[config.mk]
export PLATFORM = sky130hd
export DESIGN_NAME = alu_serial
export DESIGN_NICKNAME = d
export VERILOG_FILES = /design/src/rtl/alu_pkg.sv /design/src/rtl/alu_serial_alu1.sv /design/src/rtl/alu_serial.sv
export SDC_FILE = /design/constraint.sdc
export NUM_CORES = 1
export LEC_CHECK = 0
export CELL_PAD_IN_SITES_DETAIL_PLACEMENT = 0
export CELL_PAD_IN_SITES_GLOBAL_PLACEMENT = 1
export CORE_ASPECT_RATIO = 1.25
export CORE_MARGIN = 2
export CORE_UTILIZATION = 36
export CTS_CLUSTER_DIAMETER = 60
export CTS_CLUSTER_SIZE = 40
export DETAILED_ROUTE_END_ITERATION = 8
export GPL_ROUTABILITY_DRIVEN = 0
export PLACE_DENSITY = 0.88
export SLEW_MARGIN = 20
export SYNTH_ARGS = -nofsm -noshare
export SYNTH_HDL_FRONTEND = slang
export SYNTH_SLANG_ARGS = --single-unit
[constraint.sdc]
create_clock -name clock -period 1.9 [get_ports clock]
set_input_delay 0.38 -clock clock [delete_from_list [all_inputs] [get_ports clock]]
set_output_delay 0.38 -clock clock [all_outputs]
set_load 0.02 [all_outputs]
[src/rtl/alu_pkg.sv]
// -----------------------------------------------------------------------------
// alu_pkg
// Definitions shared by the bit-serial ALU and its one-bit slice:
//   - opcode encodings carried on the 3-bit control bus
//   - the state type of the serial sequencer
//   - small opcode classification helpers
// -----------------------------------------------------------------------------
package alu_pkg;

   localparam logic [2:0] ALU_ADD = 3'h2;
   localparam logic [2:0] ALU_SUB = 3'h3;
   localparam logic [2:0] ALU_AND = 3'h4;
   localparam logic [2:0] ALU_OR  = 3'h5;
   localparam logic [2:0] ALU_NOR = 3'h6;
   localparam logic [2:0] ALU_XOR = 3'h7;

   typedef enum logic [1:0] {
      IDLE = 2'd0,
      RUN  = 2'd1,
      DONE = 2'd2
   } state_e;

   // Only ADD and SUB report carry/overflow; everything else forces them low.
   function automatic logic is_arith(input logic [2:0] op);
      return (op == ALU_ADD) || (op == ALU_SUB);
   endfunction

endpackage

[src/rtl/alu_serial_alu1.sv]
// -----------------------------------------------------------------------------
// alu1
// One-bit ALU slice. Purely combinational; the caller supplies the carry
// chain state between successive bits.
// Ports:
//   a_i, b_i     operand bits
//   carry_i      carry into this bit
//   control_i    opcode (see alu_pkg)
//   out_o        result bit
//   carry_o      carry out of this bit (0 for non-arithmetic opcodes)
// -----------------------------------------------------------------------------
module alu1
   import alu_pkg::*;
(
   input  logic       a_i,
   input  logic       b_i,
   input  logic       carry_i,
   input  logic [2:0] control_i,
   output logic       out_o,
   output logic       carry_o
);

   logic b_eff;

   // SUB is A + ~B + 1: invert B here, the +1 comes from the initial carry.
   assign b_eff = b_i ^ control_i[0];

   always_comb begin
      out_o   = 1'b0;
      carry_o = 1'b0;
      case (control_i)
         ALU_ADD, ALU_SUB: begin
            out_o   = a_i ^ b_eff ^ carry_i;
            carry_o = (a_i & b_eff) | (carry_i & (a_i ^ b_eff));
         end
         ALU_AND: out_o = a_i & b_i;
         ALU_OR:  out_o = a_i | b_i;
         ALU_NOR: out_o = ~(a_i | b_i);
         ALU_XOR: out_o = a_i ^ b_i;
         default: begin
            // Reserved opcodes produce an all-zero result.
            out_o   = 1'b0;
            carry_o = 1'b0;
         end
      endcase
   end

endmodule

[src/rtl/alu_serial.sv]
// -----------------------------------------------------------------------------
// alu_serial
// Bit-serial WIDTH-bit ALU. A full operand pair is taken over a valid/ready
// handshake, pushed LSB first through a single alu1 slice (one bit per
// cycle, carry kept in a register), and the assembled result plus flags are
// offered over a second valid/ready handshake.
// Ports:
//   clock, reset          clock and synchronous active-high reset
//   in_valid / in_ready   operand bundle handshake (ready only in IDLE)
//   A, B, control         operands and opcode, sampled on the accept edge
//   out_valid / out_ready result handshake (valid only in DONE)
//   result                assembled result
//   carryout, overflow    arithmetic flags, 0 for logic/reserved opcodes
//   zero                  result == 0
// -----------------------------------------------------------------------------
module alu_serial
   import alu_pkg::*;
#(
   parameter int WIDTH = 32
) (
   input  logic             clock,
   input  logic             reset,
   input  logic             in_valid,
   output logic             in_ready,
   input  logic [WIDTH-1:0] A,
   input  logic [WIDTH-1:0] B,
   input  logic [2:0]       control,
   output logic             out_valid,
   input  logic             out_ready,
   output logic [WIDTH-1:0] result,
   output logic             carryout,
   output logic             overflow,
   output logic             zero
);

   localparam int             CW       = $clog2(WIDTH);
   localparam logic [CW-1:0]  LAST_BIT = CW'(WIDTH - 1);

   state_e           state_q, state_d;
   logic [WIDTH-1:0] a_q, a_d;
   logic [WIDTH-1:0] b_q, b_d;
   logic [WIDTH-1:0] res_q, res_d;
   logic [2:0]       ctrl_q, ctrl_d;
   logic             carry_q, carry_d;
   logic [CW-1:0]    cnt_q, cnt_d;
   logic             co_q, co_d;
   logic             ov_q, ov_d;
   logic             zero_q, zero_d;

   logic             accept;
   logic             last_bit;
   logic             slice_out;
   logic             slice_carry;

   assign in_ready = (state_q == IDLE) && !reset;
   assign accept   = in_valid && in_ready;
   assign last_bit = (state_q == RUN) && (cnt_q == LAST_BIT);

   // Operands are held in shift registers so the slice always sees bit 0.
   alu1 u_slice (
      .a_i       (a_q[0]),
      .b_i       (b_q[0]),
      .carry_i   (carry_q),
      .control_i (ctrl_q),
      .out_o     (slice_out),
      .carry_o   (slice_carry)
   );

   // ---------------------------------------------------------------- FSM
   always_ff @(posedge clock) begin
      if (reset) begin
         state_q <= IDLE;
      end else begin
         state_q <= state_d;
      end
   end

   always_comb begin
      state_d = state_q;
      case (state_q)
         IDLE:    if (accept)    state_d = RUN;
         RUN:     if (last_bit)  state_d = DONE;
         DONE:    if (out_ready) state_d = IDLE;
         default:                state_d = IDLE;
      endcase
   end

   // ----------------------------------------------------------- datapath
   always_comb begin
      a_d    = a_q;
      b_d    = b_q;
      res_d  = res_q;
      ctrl_d = ctrl_q;
      carry_d = carry_q;
      cnt_d  = cnt_q;
      co_d   = co_q;
      ov_d   = ov_q;
      zero_d = zero_q;

      if (accept) begin
         a_d     = A;
         b_d     = B;
         ctrl_d  = control;
         carry_d = control[0];
         cnt_d   = '0;
      end else if (state_q == RUN) begin
         a_d     = a_q >> 1;
         b_d     = b_q >> 1;
         res_d   = {slice_out, res_q[WIDTH-1:1]};
         carry_d = slice_carry;
         if (last_bit) begin
            // carry_q is the carry into the MSB on this final step.
            co_d   = is_arith(ctrl_q) & slice_carry;
            ov_d   = is_arith(ctrl_q) & (carry_q ^ slice_carry);
            zero_d = (res_d == '0);
         end else begin
            cnt_d = cnt_q + 1'b1;
         end
      end
   end

   always_ff @(posedge clock) begin
      if (reset) begin
         a_q     <= '0;
         b_q     <= '0;
         res_q   <= '0;
         ctrl_q  <= '0;
         carry_q <= 1'b0;
         cnt_q   <= '0;
         co_q    <= 1'b0;
         ov_q    <= 1'b0;
         zero_q  <= 1'b0;
      end else begin
         a_q     <= a_d;
         b_q     <= b_d;
         res_q   <= res_d;
         ctrl_q  <= ctrl_d;
         carry_q <= carry_d;
         cnt_q   <= cnt_d;
         co_q    <= co_d;
         ov_q    <= ov_d;
         zero_q  <= zero_d;
      end
   end

   assign out_valid = (state_q == DONE);
   assign result    = res_q;
   assign carryout  = co_q;
   assign overflow  = ov_q;
   assign zero      = zero_q;

endmodule
Word level (Yosys, flattened, before mapping)
Cells that the tools add are included.
{"block": "word_totals", "reg_bits": 110, "inputBits": 71, "output_inout_bits": 37}
{"block": "op_classes", "n_eq_ne": 12, "add_sub_neg": 1, "n_bitwise": 15, "n_mux": 12, "n_reduce_logical": 14}
{"cell": "$mux 32", "count": 4}
{"cell": "$logic_not 32->1", "count": 1}
{"cell": "$eq 3x3->1 const B", "count": 4}
{"cell": "$eq 3x2->1 const B", "count": 2}
{"cell": "$mux 2", "count": 3}
{"cell": "$pmux 2 s3", "count": 1}
{"cell": "$reduce_and 3->1", "count": 2}
{"cell": "$add 5x1->5 const B", "count": 1}
{"cell": "$and 1x1->1", "count": 5}
{"cell": "$eq 5x5->1 const B", "count": 1}
{"cell": "$pmux 1 s5", "count": 1}
{"cell": "$xor 1x1->1", "count": 5}
{"cell": "$ne 2x2->1 const B", "count": 2}
{"cell": "$reduce_and 2->1", "count": 2}
{"cell": "$reduce_or 2->1", "count": 2}
{"cell": "$logic_and 1x1->1", "count": 3}
{"cell": "$mux 1", "count": 3}
{"cell": "$not 1->1", "count": 3}
{"cell": "$eq 2x1->1 const B", "count": 1}
{"cell": "$eq 2x2->1 const B", "count": 1}
{"cell": "$logic_not 2->1", "count": 1}
{"cell": "$ne 2x1->1 const B", "count": 1}
{"cell": "$or 1x1->1", "count": 2}
{"cell": "$reduce_bool 2->1", "count": 1}
{"cell": "other kinds (2)", "count": 2}

Depth between registers and ports, before layout
Gate-level depths: netlist (run 1).
{"block": "logic_depth", "depth_word": 7, "mapped_depth": 7}

Hierarchy
From an unflattened synthesis (run 1), not the netlist that was laid out.
{"block": "unflattened", "cells_unflattened": 518, "hier_area_um2": 4336.7}
{"mod": "alu_serial", "area_each_um2": 4219.0, "cells_each": 504, "seq_area_each_um2": 2202.1, "instances": 1}
{"mod": "alu1", "area_each_um2": 117.6, "cells_each": 14, "seq_area_each_um2": 0.0, "instances": 1}

Least setup slack after synthesis (run 1)
No wires, ideal clock.
{"block": "synth_timing", "path_type": "reg2reg", "start": "reg cnt_q[0]", "end": "reg cnt_q[3]", "setup_ps": 78, "synth_period_minus_slack_ps": 1724, "path_stages_with_launch": 8, "required_time_ps": 1822, "path_slack_ps": 176, "t_arrival_ps": 1646, "n_path_buf": 0, "cell_sequence": "dfxtp_1 > ha_1 > and3_1 > ha_1 > nor3b_2 > nand4_1 > xor2_1 > nor3_1"}
{"block": "synth_between", "elab_chain_len": 4, "elab_cells_between_ends": 5, "classes_between": "1 x add/sub; 1 x eq/ne; 1 x bitwise; 2 x reduce/logical"}
{"item": "start, declared", "line_no": "alu_serial.sv:45", "source": "logic [CW-1:0] cnt_q, cnt_d;"}
{"item": "start signal, assigned", "line_no": "alu_serial.sv:139", "source": "cnt_q <= cnt_d;"}
{"item": "parallel branches: the longest is 4 deep, another holds $add 5x1->5"}
Parallel ways; which one is timed is not known.
A chain may end at the register's enable or synchronous reset.

Worst setup path after layout (run 1)
{"block": "layout_timing", "start": "reg res_q[16], in the netlist result[16]", "end": "out result[16]"}
{"item": "start, declared", "line_no": "alu_serial.sv:42", "source": "logic [WIDTH-1:0] res_q, res_d;"}
{"item": "start signal, assigned", "line_no": "alu_serial.sv:136", "source": "res_q <= res_d;"}
{"item": "end, declared", "line_no": "alu_serial.sv:30", "source": "output logic [WIDTH-1:0] result,"}
No word-level cell between the ends.

==> results.toml, run 1 <==
[floorplan]
coreArea_um2 = 12000
io_pins = 108
placementRows = 45
fp.dieW_um = 103
die_area_um2 = 13100
initial_core_util = 0.366
die_h_um = 128

[worst_setup_path]
arrival_ps = 1360
critPathCaptureType = "primary output"
path_class = "flop to primary output"
slowest_delay_ps = 630
cp_slowest_cell = "clkdlybuf4s50_1"
crit_family = "buffers and inverters"
worstPathCellList = "clkdlybuf4s50_1"
path_buf_inv = 1
required_ps = 1520
cp_max_fo = 4
cp-start-kind = "flop"

[detailed_routing]
drtPass1Iterations = 7
via_per_inst = 5.12
wl_per_cell_um = 13.8
vias = 3991
drc = 0
ant_nets = 0
finalWirelength_um = 10800
drtIter0Drc = 205

[grt]
first_global_vias = 3804
antenna_found_initial = 1
grt_max_degree = 65
grt_overflow_total = 0
grt_pass1_wl_um = 17600
track_usage = 0.165

[sta]
tightest_slew_ps = 479
hold_violations = 0
fin_skew_ps = 9.44
finalSetupTns_ps = 0
setup_viol = 0
drv_slew = 0
fin_crit_sh = 0.916
grt_setup_unrepaired = "false"
timing.hold.ws_ps = 455
fmax_mhz = 574
fin_crit_ps = 1740
slew-limit-headroom = 0.680

[clock_tree]
insertion_delay_ps = 330
tritoncts = "yes"
cts_made_buffers = 9
clockBufferDepth = 2
cts.sinks = 110
cts_root_buf = "clkbuf_16"
h-tree-depth = 3
clk_pin_slew_ps = 70
post_cts.repair.setup_buffers = 0
ctsHoldBuffers = 0

[power]
powerDensity_nw_per_um2 = 822
p_leak_nw = 2.02
peakVddDrop_mv = 0.388
finalPower_mw = 4.90

[synth]
avgSynthCellArea_um2 = 8.54
yosys_warnings = 0
synth_flop_cell = "dfxtp_1"
ys_types = 37
syn-num-nets = 592
async_flop_share = 0
synth_cells = 516
synth-edff-count = 0
synth_seq_area_share = 0.500
synth.cell_area_um2 = 4410
ys_ff_latch = 110

[finish]
layout_common_cells = "nand2_1, dfxtp_1, clkdlybuf4s50_1"
final_common_cell = "nand2_1"
syn_to_final_growth_pct = 35.4
layout-drive-gt1-share = 0.0617
post-route-cell-area_um2 = 5970
nets = 687
nFillCells = 1153
n_antenna_cell = 0

[place]
port_buffers = 107
post-dp-hpwl_um = 7570
dpl-instance-area_um2 = 5660

[hold_path]
worstHoldPathType = "flop to flop"

[outcome]
run_status = "completed"

[flow_run]
cap_violations = 0
-- worst reg2reg max path, cell delays in order, from the launching register on --
cell and delay [ps]:
dfxtp_1 340, ha_1 220, and3_1 180, ha_1 200, nor3b_2 150, buf_4 160, nand4_1 110, xor2_1 150
nor3_1 120
-- kinds of logic after synthesis --
kind of cell	after synthesis	synth area share
AO/OA/AOI/OAI	167	0.231
multiplexers	2	0.00454
XOR/XNOR	5	0.00994
flip-flops	110	0.500
buffers and inverters	44	0.0571
AND/OR/NAND/NOR	183	0.181
adder cells (fa/ha/maj)	5	0.0159
-- path summary, 6_finish.rpt --
kind                    from          to  slack, ps  cells past startpoint
setup / recovery  result[16]  result[16]        160                      1
setup reg to reg    cnt_q[0]    cnt_q[3]        180                      8
hold reg to reg      a_q[21]     a_q[21]        450                      2
hold / removal       a_q[21]     a_q[21]        450                      2
-- state kept, by name (all words and copies together), names as in the netlist --
register and flops:
state_q 2, b_q 32, carry_q 1, cnt_q 5, a_q 32, result 32
overflow 1, zero 1, ctrl_q 3, carryout 1
-- report_power, final --
| part | internal (mW) | switching (mW) | total, mW |
|---|---|---|---|
| registers | 2.39 | 0.0492 | 2.43 |
| logic | 0.282 | 0.272 | 0.553 |
| clock network | 1.13 | 0.782 | 1.92 |
-- synth_stat cells, types with 2 or more instances --
cell	number	area, um^2
buf_4	4	30.0
nand2b_1	4	25.0
inv_1	3	11.3
nor3_1	7	35.0
nand3_1	4	20.0
clkbuf_1	11	41.3
mux2i_1	2	20.0
ha_1	4	50.1
buf_6	7	78.8
dfxtp_1	110	2200
nor2_1	6	22.5
xor2_1	4	35.0
nand2_1	140	526
o21ai_0	2	10.0
nor2b_1	2	12.5
nor4_1	8	50.1
a311oi_1	4	35.0
buf_2	15	75.1
a21oi_1	96	480
a22oi_1	59	443
nand4_1	5	31.3
buf_1	4	15.0
-- cell type report --
cell class / instances / area, um^2 / share of cell area
Clock buffer: 14 / 274 / 0.0459
Clock inverter: 2 / 38.8 / 0.00650
Inverter: 3 / 11.3 / 0.00189
Multi-Input combinational cell: 362 / 1960 / 0.328
Sequential cell: 110 / 2200 / 0.369
Tap cell: 164 / 205 / 0.0344
Timing Repair Buffer: 125 / 1280 / 0.214
-- per-stage QoR --
| step | worst slack (ps) | util | cells |
|---|---|---|---|
| final | 159 | 0.495 | 780 |
| after global routing | 52.2 | 0.495 | 780 |
| after CTS | 146 | 0.495 | 780 |
| after detailed placement | 58.8 | 0.469 | 764 |
| after global placement | 85.8 | 0.469 | 764 |
| after floorplan | 176 | - | 516 |
-- layer usage --
metal	vias up	global-route usage	share of wire
li1	2005	-	-
met1	1841	0.212	0.43
met2	129	0.261	0.47
met3	14	0.0540	0.084
met4	2	0.0526	0.013
met5	-	0	0.0012
-- what timing repair did --
item | 4_1_cts | 5_1_grt
gates resized for setup | 2 | 0
endpoints found under the hold margin | 0 | 0
endpoints found under the setup margin | 2 | 0
(Power assumes the default switching activity.)
==> run 2: changes to the inputs <==
Settings changed: CTS_CLUSTER_DIAMETER 60 to 30.
==> results of run 2 <==
Same layout as run 1: the final DEF is identical, and so are final timing and power.
==> run 3: changes to the inputs <==
Settings changed: CTS_CLUSTER_SIZE 40 to not set, PLACE_DENSITY 0.88 to 0.87.
==> results.toml, run 3 (same netlist as run 1, synthesis figures left out) <==
[grt]
track_usage = 0.167
grt_overflow_total = 0
grtUsageMet2 = 0.272
grt_most_used_layer = "met2"
grt_util_met1 = 0.214
grt_max_degree = 61
grt_pass1_wl_um = 17700
grtUsageMet3 = 0.0463
first_global_vias = 3771
antenna_found_initial = 0

[finish]
nFillCells = 1188
nets = 690
n_antenna_cell = 0
layout-drive-gt1-share = 0.0695
finalNonFillerCells = 783
layout_common_cells = "nand2_1, dfxtp_1, clkdlybuf4s50_1"
syn_to_final_growth_pct = 36.9
final_common_cell = "nand2_1"
post-route-cell-area_um2 = 6030

[floorplan]
die_h_um = 128
initial_core_util = 0.366
placementRows = 45
die_area_um2 = 13100
fp.dieW_um = 103
io_pins = 108
coreArea_um2 = 12000

[clock_tree]
cts.sinks = 110
h-tree-depth = 3
clockBufferDepth = 2
tritoncts = "yes"
cts_root_buf = "clkbuf_16"
cts_made_buffers = 9
clk_pin_slew_ps = 70
insertion_delay_ps = 340

[worst_setup_path]
critPathCaptureType = "flop"
path_buf_inv = 1
path_class = "flop to flop"
cp.depth = 7
worstPathCellList = "ha_1, and3_1, ha_1, nor3b_2, buf_4, mux2i_1, nor3_1"
required_ps = 2100
crit_family = "simple AND/OR/NAND/NOR gates"
slowest_delay_ps = 330
crit_top_cell = "ha_1"
rrSetupSlack_ps = 140
cp_max_fo = 4
cp_slowest_cell = "dfxtp_1"
crit_start = "cnt_q[0]"
regToRegStartpoint = "cnt_q[0]"
cp-start-kind = "flop"
arrival_ps = 1960
reg2reg_depth = 7

[flow_run]
cap_violations = 0

[power]
powerDensity_nw_per_um2 = 857
finalPower_mw = 5.17
peakVddDrop_mv = 0.584
p_leak_nw = 2.06

[sta]
setup_viol = 0
hold_violations = 0
fmax_mhz = 567
fin_skew_ps = 5.26
finalSetupTns_ps = 0
fin_crit_ps = 1760
slew-limit-headroom = 0.588
drv_slew = 0
tightest_slew_ps = 619
fin_crit_sh = 0.928
grt_setup_unrepaired = "true"

[detailed_routing]
drc = 0
via_per_inst = 5.13
ant_nets = 0
drtIter0Drc = 205
finalWirelength_um = 10700
wl_per_cell_um = 13.7
vias = 4013
drtPass1Iterations = 4

[hold_path]
min_from = "a_q[1]"
worstHoldPathType = "flop to flop"
hold_path_depth = 2

[place]
port_buffers = 107
dp_cells = 767
post-dp-hpwl_um = 7600
dpl-instance-area_um2 = 5680

[outcome]
run_status = "completed"
[run 3: power by group]
part / internal, mW / total, mW / switching (mW)
clock: 1.36 / 2.18 / 0.818
sequential: 2.38 / 2.44 / 0.0508
combinational: 0.285 / 0.553 / 0.269
total: 4.03 / 5.17 / 1.14
[run 3: repair_timing]
item | in CTS | in global routing
hold buffers | 0 | 0
gates cloned | 0 | 0
resized for setup | 2 | 0
buffers inserted | 0 | 0
endpoints found under the setup margin | 2 | 1
[run 3: per-stage QoR]
stage,utilization,hold slack (ps),setup WS [ps]
after floorplan,-,436,176
after global placement,0.471,441,50.5
after detailed placement,0.471,447,10.6
after CTS,0.501,457,115
after global routing,0.501,469,-2.82
final,0.501,453,138
[run 3: final timing paths]
kind | end
hold reg to reg | a_q[1]
hold / removal | a_q[1]
setup reg to reg | cnt_q[4]
setup / recovery | cnt_q[4]
[run 3: worst register-to-register path, delay by kind of cell, from the launching register on]
| kind | cells | cell delay [ps] |
|---|---|---|
| buf+inv | 1 | 180 |
| flops | 1 | 330 |
| fa+ha+maj | 2 | 420 |
| simple gates | 3 | 520 |
| mux | 1 | 170 |
[run 3: cell type report]
class / count / area (um^2) / share of cell area
Clock inverter: 5 / 104 / 0.0172
Clock buffer: 11 / 253 / 0.0419
Timing Repair Buffer: 128 / 1300 / 0.215
Inverter: 3 / 11.3 / 0.00187
Multi-Input combinational cell: 362 / 1960 / 0.325
Tap cell: 164 / 205 / 0.0340
Sequential cell: 110 / 2200 / 0.365
[run 3: per-layer routing]
metal,share of wire,wire length [um],up-vias
met1,0.44,4740,1875
li1,-,-,2005
met4,0.014,150,0
met5,0,0,-
met2,0.48,5120,120
met3,0.067,724,13
